## src/rtl/mem_stage_sequencer.sv

```systemverilog
// MEM-stage access sequencer: runs one load/store against a fixed-latency
// data memory, freezing everything upstream of MEM/WB while it is in flight.
module mem_stage_sequencer #(
  parameter int unsigned WAIT_CYCLES = 5,
  parameter logic [31:0] BASE_ADDR   = 32'd1024,
  parameter int unsigned AW          = 6
) (
  input  logic          clk,
  input  logic          rst,        // asynchronous, active-low
  input  logic          MEM_R_EN,
  input  logic          MEM_W_EN,
  input  logic [31:0]   ALURes,
  input  logic [31:0]   RMVal,
  input  logic [31:0]   mem_rdata,
  output logic          mem_en,
  output logic          mem_we,
  output logic [AW-1:0] mem_addr,
  output logic [31:0]   mem_wdata,
  output logic          freeze,
  output logic          ready,
  output logic [31:0]   rdata_out,
  output logic [15:0]   stall_cnt
);

  typedef enum logic [1:0] {
    IDLE   = 2'd0,
    ACCESS = 2'd1,
    DONE   = 2'd2
  } state_t;

  // Counter reload: ACCESS lasts cnt+1 cycles, so load latency minus one.
  localparam logic [7:0] CNT_INIT = 8'(WAIT_CYCLES - 1);

  state_t        state_q, state_d;
  logic [7:0]    cnt_q, cnt_d;
  logic          we_q, we_d;
  logic [AW-1:0] addr_q, addr_d;
  logic [31:0]   wdata_q, wdata_d;
  logic [31:0]   rdata_q, rdata_d;
  logic [15:0]   stall_q, stall_d;
  logic          req;

  assign req = MEM_R_EN | MEM_W_EN;

  // Next-state, operand capture and output decode.
  always_comb begin
    state_d = state_q;
    cnt_d   = cnt_q;
    we_d    = we_q;
    addr_d  = addr_q;
    wdata_d = wdata_q;
    rdata_d = rdata_q;
    mem_en  = 1'b0;
    mem_we  = 1'b0;
    freeze  = 1'b0;
    ready   = 1'b0;
    case (state_q)
      IDLE: begin
        // Stall upstream in the very cycle the request shows up.
        freeze = req;
        if (req) begin
          // Both enables set is treated as a store.
          we_d    = MEM_W_EN;
          // Byte address relative to the window, wrapped to AW word bits.
          addr_d  = AW'((ALURes - BASE_ADDR) >> 2);
          wdata_d = RMVal;
          cnt_d   = CNT_INIT;
          state_d = ACCESS;
        end
      end
      ACCESS: begin
        mem_en = 1'b1;
        mem_we = we_q;
        freeze = 1'b1;
        if (cnt_q != 8'd0) begin
          cnt_d = cnt_q - 8'd1;
        end else begin
          state_d = DONE;
          // mem_rdata is valid on the last access cycle only.
          if (!we_q) begin
            rdata_d = mem_rdata;
          end
        end
      end
      DONE: begin
        // Pipeline advances now, so the same instruction is not re-issued.
        ready   = 1'b1;
        state_d = IDLE;
      end
      default: begin
        state_d = IDLE;
      end
    endcase
    stall_d = (freeze && (stall_q != 16'hFFFF)) ? stall_q + 16'd1 : stall_q;
  end

  // State and datapath registers; reset abandons any access in flight.
  always_ff @(posedge clk or negedge rst) begin
    if (!rst) begin
      state_q <= IDLE;
      cnt_q   <= 8'd0;
      we_q    <= 1'b0;
      addr_q  <= '0;
      wdata_q <= 32'd0;
      rdata_q <= 32'd0;
      stall_q <= 16'd0;
    end else begin
      state_q <= state_d;
      cnt_q   <= cnt_d;
      we_q    <= we_d;
      addr_q  <= addr_d;
      wdata_q <= wdata_d;
      rdata_q <= rdata_d;
      stall_q <= stall_d;
    end
  end

  assign mem_addr  = addr_q;
  assign mem_wdata = wdata_q;
  assign rdata_out = rdata_q;
  assign stall_cnt = stall_q;

endmodule

```

## config.mk

```make
export PLATFORM = sky130hd
export DESIGN_NAME = mem_stage_sequencer
export DESIGN_NICKNAME = d
export VERILOG_FILES = /design/src/rtl/mem_stage_sequencer.sv
export SDC_FILE = /design/constraint.sdc
export NUM_CORES = 1
export LEC_CHECK = 0
export ABC_AREA = 1
export ABC_CLOCK_PERIOD_IN_PS = 2000
export CORE_MARGIN = 2
export CORE_UTILIZATION = 32
export CTS_CLUSTER_SIZE = 28
export DETAILED_ROUTE_END_ITERATION = 12
export GPL_ROUTABILITY_DRIVEN = 0
export GPL_TIMING_DRIVEN = 0
export SLEW_MARGIN = 0
export SYNTH_ARGS = -nofsm -noshare
export SYNTH_HDL_FRONTEND = slang
export SYNTH_SLANG_ARGS = --single-unit
```

## constraint.sdc

```tcl
create_clock -name clk -period 2 [get_ports clk]
set_input_delay 0.2 -clock clk [delete_from_list [all_inputs] [get_ports clk]]
set_output_delay 0.2 -clock clk [all_outputs]
set_load 0.01 [all_outputs]
```

# Word level (Yosys, flattened, before mapping)
# Cells that the tools add are included.
[word_totals]
register_bits = 97
input_bits = 100
output_inout_bits = 90
elab_cells = 37
[op_classes]
add_sub_neg = 3
n_eq_ne = 6
mux = 10
bitwise = 3
reduce_logical = 8
[ops]
columns = ["op", "n"]
rows = [
  ["$add A16 B1 Y16 const B", 1],
  ["$mux W8", 2],
  ["$ne A16 B16 Y1 const B", 1],
  ["$pmux W8 S2", 1],
  ["$sub A8 B1 Y8 const B", 2],
  ["$reduce_bool A8 Y1", 1],
  ["$ne A2 B2 Y1 const B", 3],
  ["$reduce_and A3 Y1", 2],
  ["$mux W2", 2],
  ["$pmux W2 S2", 1],
  ["$reduce_and A2 Y1", 2],
  ["$mux W1", 3],
  ["$eq A2 B1 Y1 const B", 1],
  ["$eq A2 B2 Y1 const B", 1],
  ["$logic_not A2 Y1", 1],
  ["$not A1 Y1", 2],
  ["$pmux W1 S2", 1],
  ["$reduce_bool A2 Y1", 1],
  ["$logic_and A1 B1 Y1", 1],
  ["$or A1 B1 Y1", 1],
]

# Logic depth before layout (Yosys ltp)
# Gate-level depths: netlist (run 1).
[depth]
depth_word = 3
mapped_depth = 10
depth_no_buf = 9

# Worst setup path before layout (run 1)
# No wires, ideal clock.
[synth_path]
path_kind = "register -> register"
from = "reg stall_q[0], in the netlist stall_cnt[0]"
to = "reg stall_q[8], in the netlist stall_cnt[8]"
setup_time_ps = 118
t_arrival_ps = 1413
t_required_ps = 1882
slack_ps = 469
stages_incl_launch_ff = 10
n_path_buf = 1
period_less_slack_ps = 1531
path_cell_list = "dfrtp_1 > ha_1 > nand2_1 > nor2_2 > nand3_2 > nand2_4 > nand2_4 > buf_6 > nand2_1 > o21ai_2"
[synth_between]
elab_chain_cells = 2
elab_cells_between_ends = 3
cone_classes = "add/sub: 1; eq/ne: 1; reduce/logical: 1"
[synth_rtl]
columns = ["item", "line", "rtl"]
rows = [
  ["from (decl)", "40", "logic [15:0] stall_q, stall_d;"],
  ["from (signal assigned)", "114", "stall_q <= stall_d;"],
  ["branches (longest 2 deep; another with $add A16 B1 Y16)", "-", ""],
]
# Parallel ways; which one is timed is not known.
# A chain may end at the register's enable or synchronous reset.

# Final worst setup path (run 1)
[layout_path]
from = "reg state_q[1]"
to = "out freeze"
[layout_between]
elab_chain_cells = 2
elab_cells_between_ends = 3
cone_classes = "eq/ne: 1; mux: 1; reduce/logical: 1"
[layout_rtl]
columns = ["item", "line", "rtl"]
rows = [
  ["from (decl)", "34", "state_t state_q, state_d;"],
  ["from (signal assigned)", "108", "state_q <= state_d;"],
  ["$eq A2 B1 Y1 / $logic_not A2 Y1 (equally long branches)", "57", "case (state_q)"],
  ["$pmux W1 S2 *", "57", ""],
  ["to (decl)", "19", "output logic freeze,"],
]
# Mark *: on every way between the ends. The rest lies on a longest branch, timed or not.

==> metrics, run 1 <==
H-tree levels 3; most used cell along the critical path nand2_2; Pwr Density 593 mW/mm²; crit-path cells inv_1, nand2_2, nand2_2, clkdlybuf4s50_1; layout cells sized above 1 0.0777; worst r2r path cells 9; Nets 806; Synth Warn # 0; sequential fraction of the synthesis area 0.555; final worst setup slack roughly 0.086 ns; Distinct cells, synth 23; register area 0.00243 mm²; dpl hpwl 8370 µm; Crit. End Element output pin; clk root buf clkbuf_16; Final min period between 1.5 and 2 ns; CP max FO 9; Skew-Pair Late Insertion Delay around 0.34 ns; Pins Over Slew Limit 0; Tcrit/Tclk final 0.957; number of global-route vias before repair around 3800; Die Y 121 µm; Via-to-Cell Ratio 4.52; CTS sink cnt 97; syn avg cell area just over 8 µm²; largest net degree at the start of global routing 64; die area 0.0146 mm²; Iteration-0 DRC Markers 200; Relative slew margins 0.676; Final ANT Viol Nets 0; final hold viol count 0; synthesized area 0.00437 mm²; max-cap viol count 0; Final Util 0.494; Peak supply drop about 0.00037 V; IO Count 190; synthesized net count between 600 and 700; Setup Crit Path Kind reg2out; first-pass GRT wire length 18800 µm; count of input and output buffers 163; post-route cell area 0.00657 mm²; crit path DAT 1.71 ns; Multi-input gate area 0.00172 mm²; unrepaired setup endpoints after global routing no; startpoint types register; Inst Count DP approximately 870; core area 0.0133 mm²; CTS buffer count 9; via count about 4000; FP Rows 42; Post-Route WL 11500 µm; Hold Path Class in2async; final clock skew 0.00896 ns; most frequent cells in the layout nand2_1 (252), clkdlybuf4s50_1 (161), dfrtp_1 (97); grt ovf 0; clock-pin slew on the worst setup and hold paths approximately 0.070 ns; Initial Util 0.329; Remaining DRCs 0; total power 3.90 mW; mean routed wirelength per cell 13.0 µm; clk buf depth 2; setup_tns 0 ns; pre-CTS WS 0.127 ns; Critical Path RT between 1.5 and 2 ns; measured slew at the worst slew-check pin 0.486 ns; non-filler instance count after layout slightly below 900; Leak 3.18 nW; Fmax 523 MHz; final setup vio count 0; Fin Hold WS 0.365 ns; Post-Syn Instances between 500 and 600; number of synthesized register bits 97; drt first pass iters 4; area growth from synthesis to layout 50.3%; Total GRT Usage 0.161; CTS tree yes; initial antenna violation count 0; Slowest-stage cell, CP clkdlybuf4s50_1; fill count 1276; status finished clean; CP peak stage delay roughly 0.55 ns; antenna cells 0; Die X 121 µm; most common cell after layout, fill and taps aside nand2_1; DP Area 0.00625 mm²
## synth_stat cells, drive strengths merged
master / n / area share
ha: 3 / 0.0086
o21ai: 14 / 0.021
nand3: 56 / 0.065
clkinv: 1 / 0.00086
xor2: 10 / 0.020
dfrtp: 97 / 0.56
nand4: 7 / 0.010
inv: 23 / 0.020
nand3b: 1 / 0.0017
or2: 1 / 0.0014
clkbuf: 9 / 0.0077
buf: 11 / 0.023
nand2: 260 / 0.23
nor2: 33 / 0.034
## report_power, final
part / switching (mW) / internal [mW]
combinational: 0.0607 / 0.130
clock: 0.770 / 0.975
sequential: 0 / 1.96
## flip-flops by register name (all words and copies together), names as in the netlist
| signal | cells |
|---|---|
| mem_wdata | 32 |
| rdata_out | 32 |
| stall_cnt | 16 |
| cnt_q | 8 |
| mem_addr | 6 |
| state_q | 2 |
| we_q | 1 |
## routing by layer
| metal | share of wire | track usage |
|---|---|---|
| met2 | 0.43 | 0.239 |
| met1 | 0.47 | 0.223 |
| met5 | 0 | 0 |
| met4 | 0.018 | 0.0560 |
| met3 | 0.083 | 0.0489 |
## worst max-delay path: cells and delay by family (launching register included)
family	cells	cell delay [ns]
buffers and inverters	2	0.63
DFF	1	0.38
and+or+nand+nor	2	0.36
## cell families after synthesis
logic type	Yosys count	share of synthesized area
adder cells (fa/ha/maj)	3	0.00858
AND/OR/NAND/NOR	358	0.344
AO/OA/AOI/OAI	14	0.0212
buffers and inverters	44	0.0512
flip-flops	97	0.555
XOR/XNOR	10	0.0200
## path summary, 6_finish.rpt
kind | from | to | slack, ns
max | state_q[1] | freeze | 0.09
min | rst | stall_cnt[3] | 0.36
max reg2reg | stall_cnt[0] | stall_cnt[9] | 0.28
min reg2reg | rdata_out[27] | rdata_out[27] | 0.47
max in group asynchronous | rst | cnt_q[7] | 0.95
min in group clk | RMVal[1] | mem_wdata[1] | 0.39
## area by class of cell
cell class                      count  area share
Inverter                           24      0.0139
Buffer                             20      0.0209
Sequential cell                    97       0.369
Tap cell                          176      0.0335
Clock buffer                       10      0.0348
Timing Repair Buffer              166       0.255
Multi-Input combinational cell    385       0.262
Clock inverter                      6      0.0103
## timing repair
item                                    in CTS  in global routing
endpoints found under the setup margin       2                  2
hold endpoints to repair                    34                  0
pin swaps                                    1                  0
buffers inserted                             1                  0
hold buffers                                 1                  0
gates resized for setup                      3                  2
No activity file was read; power rests on OpenSTA's default activity.
==> run 2: changes to the inputs <==
- CORE_ASPECT_RATIO: unset -> 2
- TNS_END_PERCENT: unset -> 10
==> metrics, run 2 (synthesis gave the netlist of run 1 again) <==
clock-pin slew on the worst setup and hold paths 0.07 ns (about the same); Crit. End Element output pin; Via-to-Cell Ratio 4.66 (+3.2%); Die X 86.7 µm (-28%); register area 0.00243 mm² (unchanged); initial antenna violation count 0 (unchanged); final hold viol count 0 (unchanged); clk buf depth 2 (unchanged); Post-Route WL 12600 µm (+10%); layout cells sized above 1 0.0804 (+0.00271); startpoint types register; Pins Over Slew Limit 0 (unchanged); CP max FO 5 (-4); grt ovf 0 (unchanged); core area 0.0134 mm² (+1.1%); Final ANT Viol Nets 0 (unchanged); sw frac 0.220 (+0.00659); Tcrit/Tclk final 0.951 (-0.00592); power share of the sequential group 0.495 (-0.008); Hold Path Class in2async; via count 4026 (+0.83%); setup_tns 0 ns (unchanged); first-pass GRT wire length 20700 µm (+10%); fill count 1267 (-0.71%); count of input and output buffers 163 (unchanged); number of global-route vias before repair 4232 (+12%); Peak supply drop 0.000473 V (+27%); clock power share 0.457 (+0.009); Die Y 169 µm (+40%); FP Rows 60 (+43%); Final Util 0.489 (-0.00506); most frequent cells in the layout nand2_1 (252), clkdlybuf4s50_1 (161), dfrtp_1 (97); Initial Util 0.325 (-0.00349); final worst setup slack 0.0983 ns (+0.0118 ns); Remaining DRCs 0 (unchanged); Multi-input gate area 0.00173 mm² (+0.58%); die area 0.0147 mm² (+0.39%); total power 3.96 mW (+1.5%); IO Count 190 (unchanged); max-cap viol count 0 (unchanged); dpl hpwl 9690 µm (+16%); CTS tree yes; Fin Hold WS 0.372 ns (+0.00763 ns); Skew-Pair Late Insertion Delay 0.34 ns (about the same); part of the power in combinational logic 0.048 (about the same); Setup Crit Path Kind reg2out; crit path DAT 1.70 ns (about the same); Fmax 526 MHz (+0.62%); worst r2r path cells 9 (unchanged); largest net degree at the start of global routing 63 (-1.6%); drt first pass iters 4 (unchanged); Pwr Density 602 mW/mm² (+1.5%); final setup vio count 0 (unchanged); Psw 0.869 mW (+4.7%); clk root buf clkbuf_16; Nets 807 (+0.12%); area growth from synthesis to layout 50.3% (about the same); Leak 3.19 nW (about the same); Final min period 1.90 ns (-0.0118 ns); H-tree levels 3 (unchanged); status finished clean; CTS sink cnt 97 (unchanged); final clock skew 0.00910 ns (+0.000138 ns); Internal 3.09 mW (+0.69%); CTS buffer count 9 (unchanged); antenna cells 0 (unchanged); most common cell after layout, fill and taps aside nand2_1; Iteration-0 DRC Markers 109 (-46%); measured slew at the worst slew-check pin 0.526 ns (+0.0397 ns); Relative slew margins 0.649 (-0.0265); Critical Path RT 1.80 ns (about the same); pre-CTS WS 0.155 ns (+0.0281 ns); Total GRT Usage 0.179 (+0.0179); mean routed wirelength per cell 14.6 µm (+13%)
## run 2: cell types whose count changed in the layout (fill, tap and decap cells not counted), sizes merged
cell	previous run	this run
buf	14	15
inv	24	26
clkinvlp	2	1
dlymetal6s2s	1	0
dlygate4sd2	0	1
clkbuf	19	18
## run 2: area by class of cell
| type | instances | area share |
|---|---|---|
| Clock buffer | 9 | 0.0343 |
| Clock inverter | 7 | 0.0131 |
| Tap cell | 155 | 0.0295 |
| Sequential cell | 97 | 0.369 |
| Inverter | 24 | 0.0139 |
| Buffer | 20 | 0.0209 |
| Multi-Input combinational cell | 385 | 0.263 |
| Timing Repair Buffer | 167 | 0.256 |
## run 2: power by group through the flow
stage	clock network (mW)	registers (mW)	logic, mW
after global placement	0	2.00	0.185
after detailed placement	0	2.00	0.194
after global routing	1.95	1.96	0.209
final	1.81	1.96	0.190
after CTS	1.87	1.96	0.196
after floorplan	0	2.00	0.00153
## run 2: per-layer routing
| metal | vias up | GRT usage | share of wire |
|---|---|---|---|
| li1 | 1998 | - | - |
| met1 | 1858 | 0.188 | 0.36 |
| met2 | 149 | 0.331 | 0.55 |
| met3 | 21 | 0.0486 | 0.060 |
| met4 | 0 | 0.0666 | 0.028 |
| met5 | - | 0 | 0 |
## run 2: repair_timing
| action | CTS | global route |
|---|---|---|
| hold endpoints to repair | 35 | 0 |
| setup buffers | 0 | 2 |
| pin swaps | 0 | 1 |
| setup endpoints to repair | 1 | 2 |
| resized for setup | 4 | 3 |
| hold buffers | 1 | 0 |
## run 2: path summary, 6_finish.rpt
check / start / end / slack, ns
min in group clk: RMVal[30] / mem_wdata[30] / 0.38
max in group asynchronous: rst / cnt_q[4] / 0.95
setup reg to reg: stall_cnt[0] / stall_cnt[8] / 0.32
setup / recovery: state_q[0] / freeze / 0.1
hold reg to reg: rdata_out[1] / rdata_out[1] / 0.47
hold / removal: rst / stall_cnt[10] / 0.37
## run 2: metrics by stage
step                      instances  instance area (µm²)
after floorplan                 526                 4370
after global placement          844                 6200
after detailed placement        845                 6220
after CTS                       862                 6550
after global routing            864                 6570
final                           864                 6570
## run 2: critical path, cell delays in order (launching register included)
cell             delay, ns
dfrtp_1               0.42
nor2_1                0.15
nand2_2               0.13
nand2_4               0.12
clkdlybuf4s50_1       0.55
==> run 3: changes to the inputs <==
- CORE_UTILIZATION: 32 -> 35
- PLACE_DENSITY: unset -> 0.68
- SLEW_MARGIN: 0 -> 10
==> metrics, run 3 (synthesis gave the netlist of run 1 again) <==
CTS tree yes; Worst Hold Launch ALURes[5]; Leak 3.20 nW (+0.33%); CTS sink cnt 97 (unchanged); Critical Path RT 1.80 ns (about the same); non-filler instance count after layout 858 (-0.69%); Initial Util 0.359 (+0.0332); initial antenna violation count 0 (unchanged); startpoint types register; CP top delay family buffers and inverters; antenna cells 0 (unchanged); part of the power in combinational logic 0.049 (about the same); most common cell after layout, fill and taps aside nand2_1; clock-pin slew on the worst setup and hold paths 0.07 ns (about the same); number of global-route vias before repair 4236 (+0.095%); Hold Path Class in2reg; power share of the sequential group 0.503 (+0.008); CP peak stage delay 0.56 ns (about the same); CP startpoint state_q[1]; crit path DAT 1.66 ns (-0.04 ns); CTS buffer count 9 (unchanged); Final ANT Viol Nets 0 (unchanged); drt first pass iters 4 (unchanged); Remaining DRCs 0 (unchanged); Skew-Pair Late Insertion Delay 0.34 ns (about the same); measured slew at the worst slew-check pin 0.630 ns (+0.104 ns); Slowest-stage cell, CP clkdlybuf4s50_1; count of input and output buffers 163 (unchanged); Post-Route WL 12500 µm (-0.93%); Setup Crit Path Kind reg2out; CP bufs+invs 3 (+2); final setup vio count 0 (unchanged); FF-to-FF Start stall_cnt[0]; FP Rows 57 (-5.0%); dpl hpwl 9690 µm (about the same); H-tree levels 3 (unchanged); final clock skew 0.00819 ns (-0.000910 ns); pre-CTS WS 0.141 ns (-0.0139 ns); Internal 3.10 mW (+0.39%); clk root buf clkbuf_16; Pwr Density 593 mW/mm² (-1.5%); unrepaired setup endpoints after global routing no; Peak supply drop 0.000399 V (-16%); Pins Over Slew Limit 0 (unchanged); clk buf depth 2 (unchanged); area growth from synthesis to layout 50.4% (about the same); first-pass GRT wire length 20700 µm (+0.10%); mean routed wirelength per cell 14.6 µm (-0.24%); core area 0.0122 mm² (-9.2%); Fin Hold WS 0.392 ns (+0.0194 ns); max-cap viol count 0 (unchanged); Die Y 162 µm (-4.3%); final hold viol count 0 (unchanged); Via-to-Cell Ratio 4.75 (+1.9%); layout cells sized above 1 0.0830 (+0.00259); Final min period 1.86 ns (-0.0446 ns); via count 4074 (+1.2%); IO Count 190 (unchanged); Nets 809 (+0.25%); sw frac 0.205 (-0.0146); grt ovf 0 (unchanged); CP max FO 9 (+4); largest net degree at the start of global routing 51 (-19%); Iteration-0 DRC Markers 123 (+13%); Total GRT Usage 0.191 (+0.0119); Final Util 0.539 (+0.0499); crit-path cells inv_1, nand2_4, inv_2, clkdlybuf4s50_1; clock power share 0.448 (-0.009); final worst setup slack 0.143 ns (+0.0446 ns); Relative slew margins 0.580 (-0.0690); die area 0.0135 mm² (-8.3%); Tcrit/Tclk final 0.929 (-0.0223); status finished clean; total power 3.90 mW (-1.5%); Psw 0.800 mW (-8.0%); Die X 83.0 µm (-4.2%); Crit. End Element output pin; Inst Count DP 837 (-0.95%); most frequent cells in the layout nand2_1 (252), clkdlybuf4s50_1 (160), dfrtp_1 (97); Fmax 538 MHz (+2.4%)
run 3: cell types whose count changed in the layout (fill, tap and decap cells not counted):
| cell | previous run | this run |
|---|---|---|
| clkdlybuf4s50_1 | 161 | 160 |
| inv_8 | 2 | 0 |
| buf_4 | 6 | 8 |
| clkinvlp_4 | 1 | 0 |
| dlymetal6s2s_1 | 0 | 1 |
| clkbuf_8 | 0 | 1 |
| clkinv_2 | 1 | 3 |
run 3: metal layers:
layer | vias to the layer above | part of all wire | track usage
li1 | 1995 | - | -
met1 | 1913 | 0.35 | 0.199
met2 | 145 | 0.57 | 0.367
met3 | 21 | 0.048 | 0.0351
met4 | 0 | 0.026 | 0.0827
met5 | - | 0 | 0
run 3: area by class of cell:
class	count	area [µm²]
Buffer	20	138
Clock inverter	6	66.3
Multi-Input combinational cell	385	1730
Timing Repair Buffer	169	1700
Fill cell	1128	5620
Sequential cell	97	2430
Inverter	24	91.3
Clock buffer	10	239
Tap cell	147	184
run 3: worst paths after layout:
path | end | slack (ns) | depth (start not counted)
hold / removal | mem_addr[3] | 0.39 | 3
max in group asynchronous | mem_wdata[27] | 0.88 | 3
hold reg to reg | rdata_out[26] | 0.47 | 2
min in group asynchronous | rdata_out[4] | 0.44 | 2
setup / recovery | mem_en | 0.14 | 4
setup reg to reg | stall_cnt[9] | 0.25 | 9
run 3: what timing repair did:
item | CTS | global route
endpoints found under the setup margin | 2 | 2
hold endpoints to repair | 47 | 0
hold buffers | 1 | 0
gates cloned | 0 | 0
buffers inserted | 0 | 4
resized for setup | 5 | 3
pin swaps | 0 | 1
run 3: stage by stage:
stage / cell area (µm²) / TNS (ns)
floorplan: 4370 / 0
global placement: 6190 / -286.95
detailed placement: 6210 / 0
CTS: 6530 / 0
global route: 6580 / 0
finish: 6580 / 0
run 3: tightest hold or removal path: cells and delay by family:
family | cells | cell delay (ns)
and+or+nand+nor | 2 | 0.10
buffers and inverters | 1 | 0.39
run 3: power groups by stage:
stage | Sequential [mW] | Clock (mW) | Combinational [mW]
2_1_floorplan | 2.00 | 0 | 0.00153
3_3_place_gp | 2.00 | 0 | 0.184
3_5_place_dp | 2.00 | 0 | 0.192
4_1_cts | 1.96 | 1.81 | 0.195
5_1_grt | 1.96 | 1.88 | 0.208
6_report | 1.96 | 1.75 | 0.190
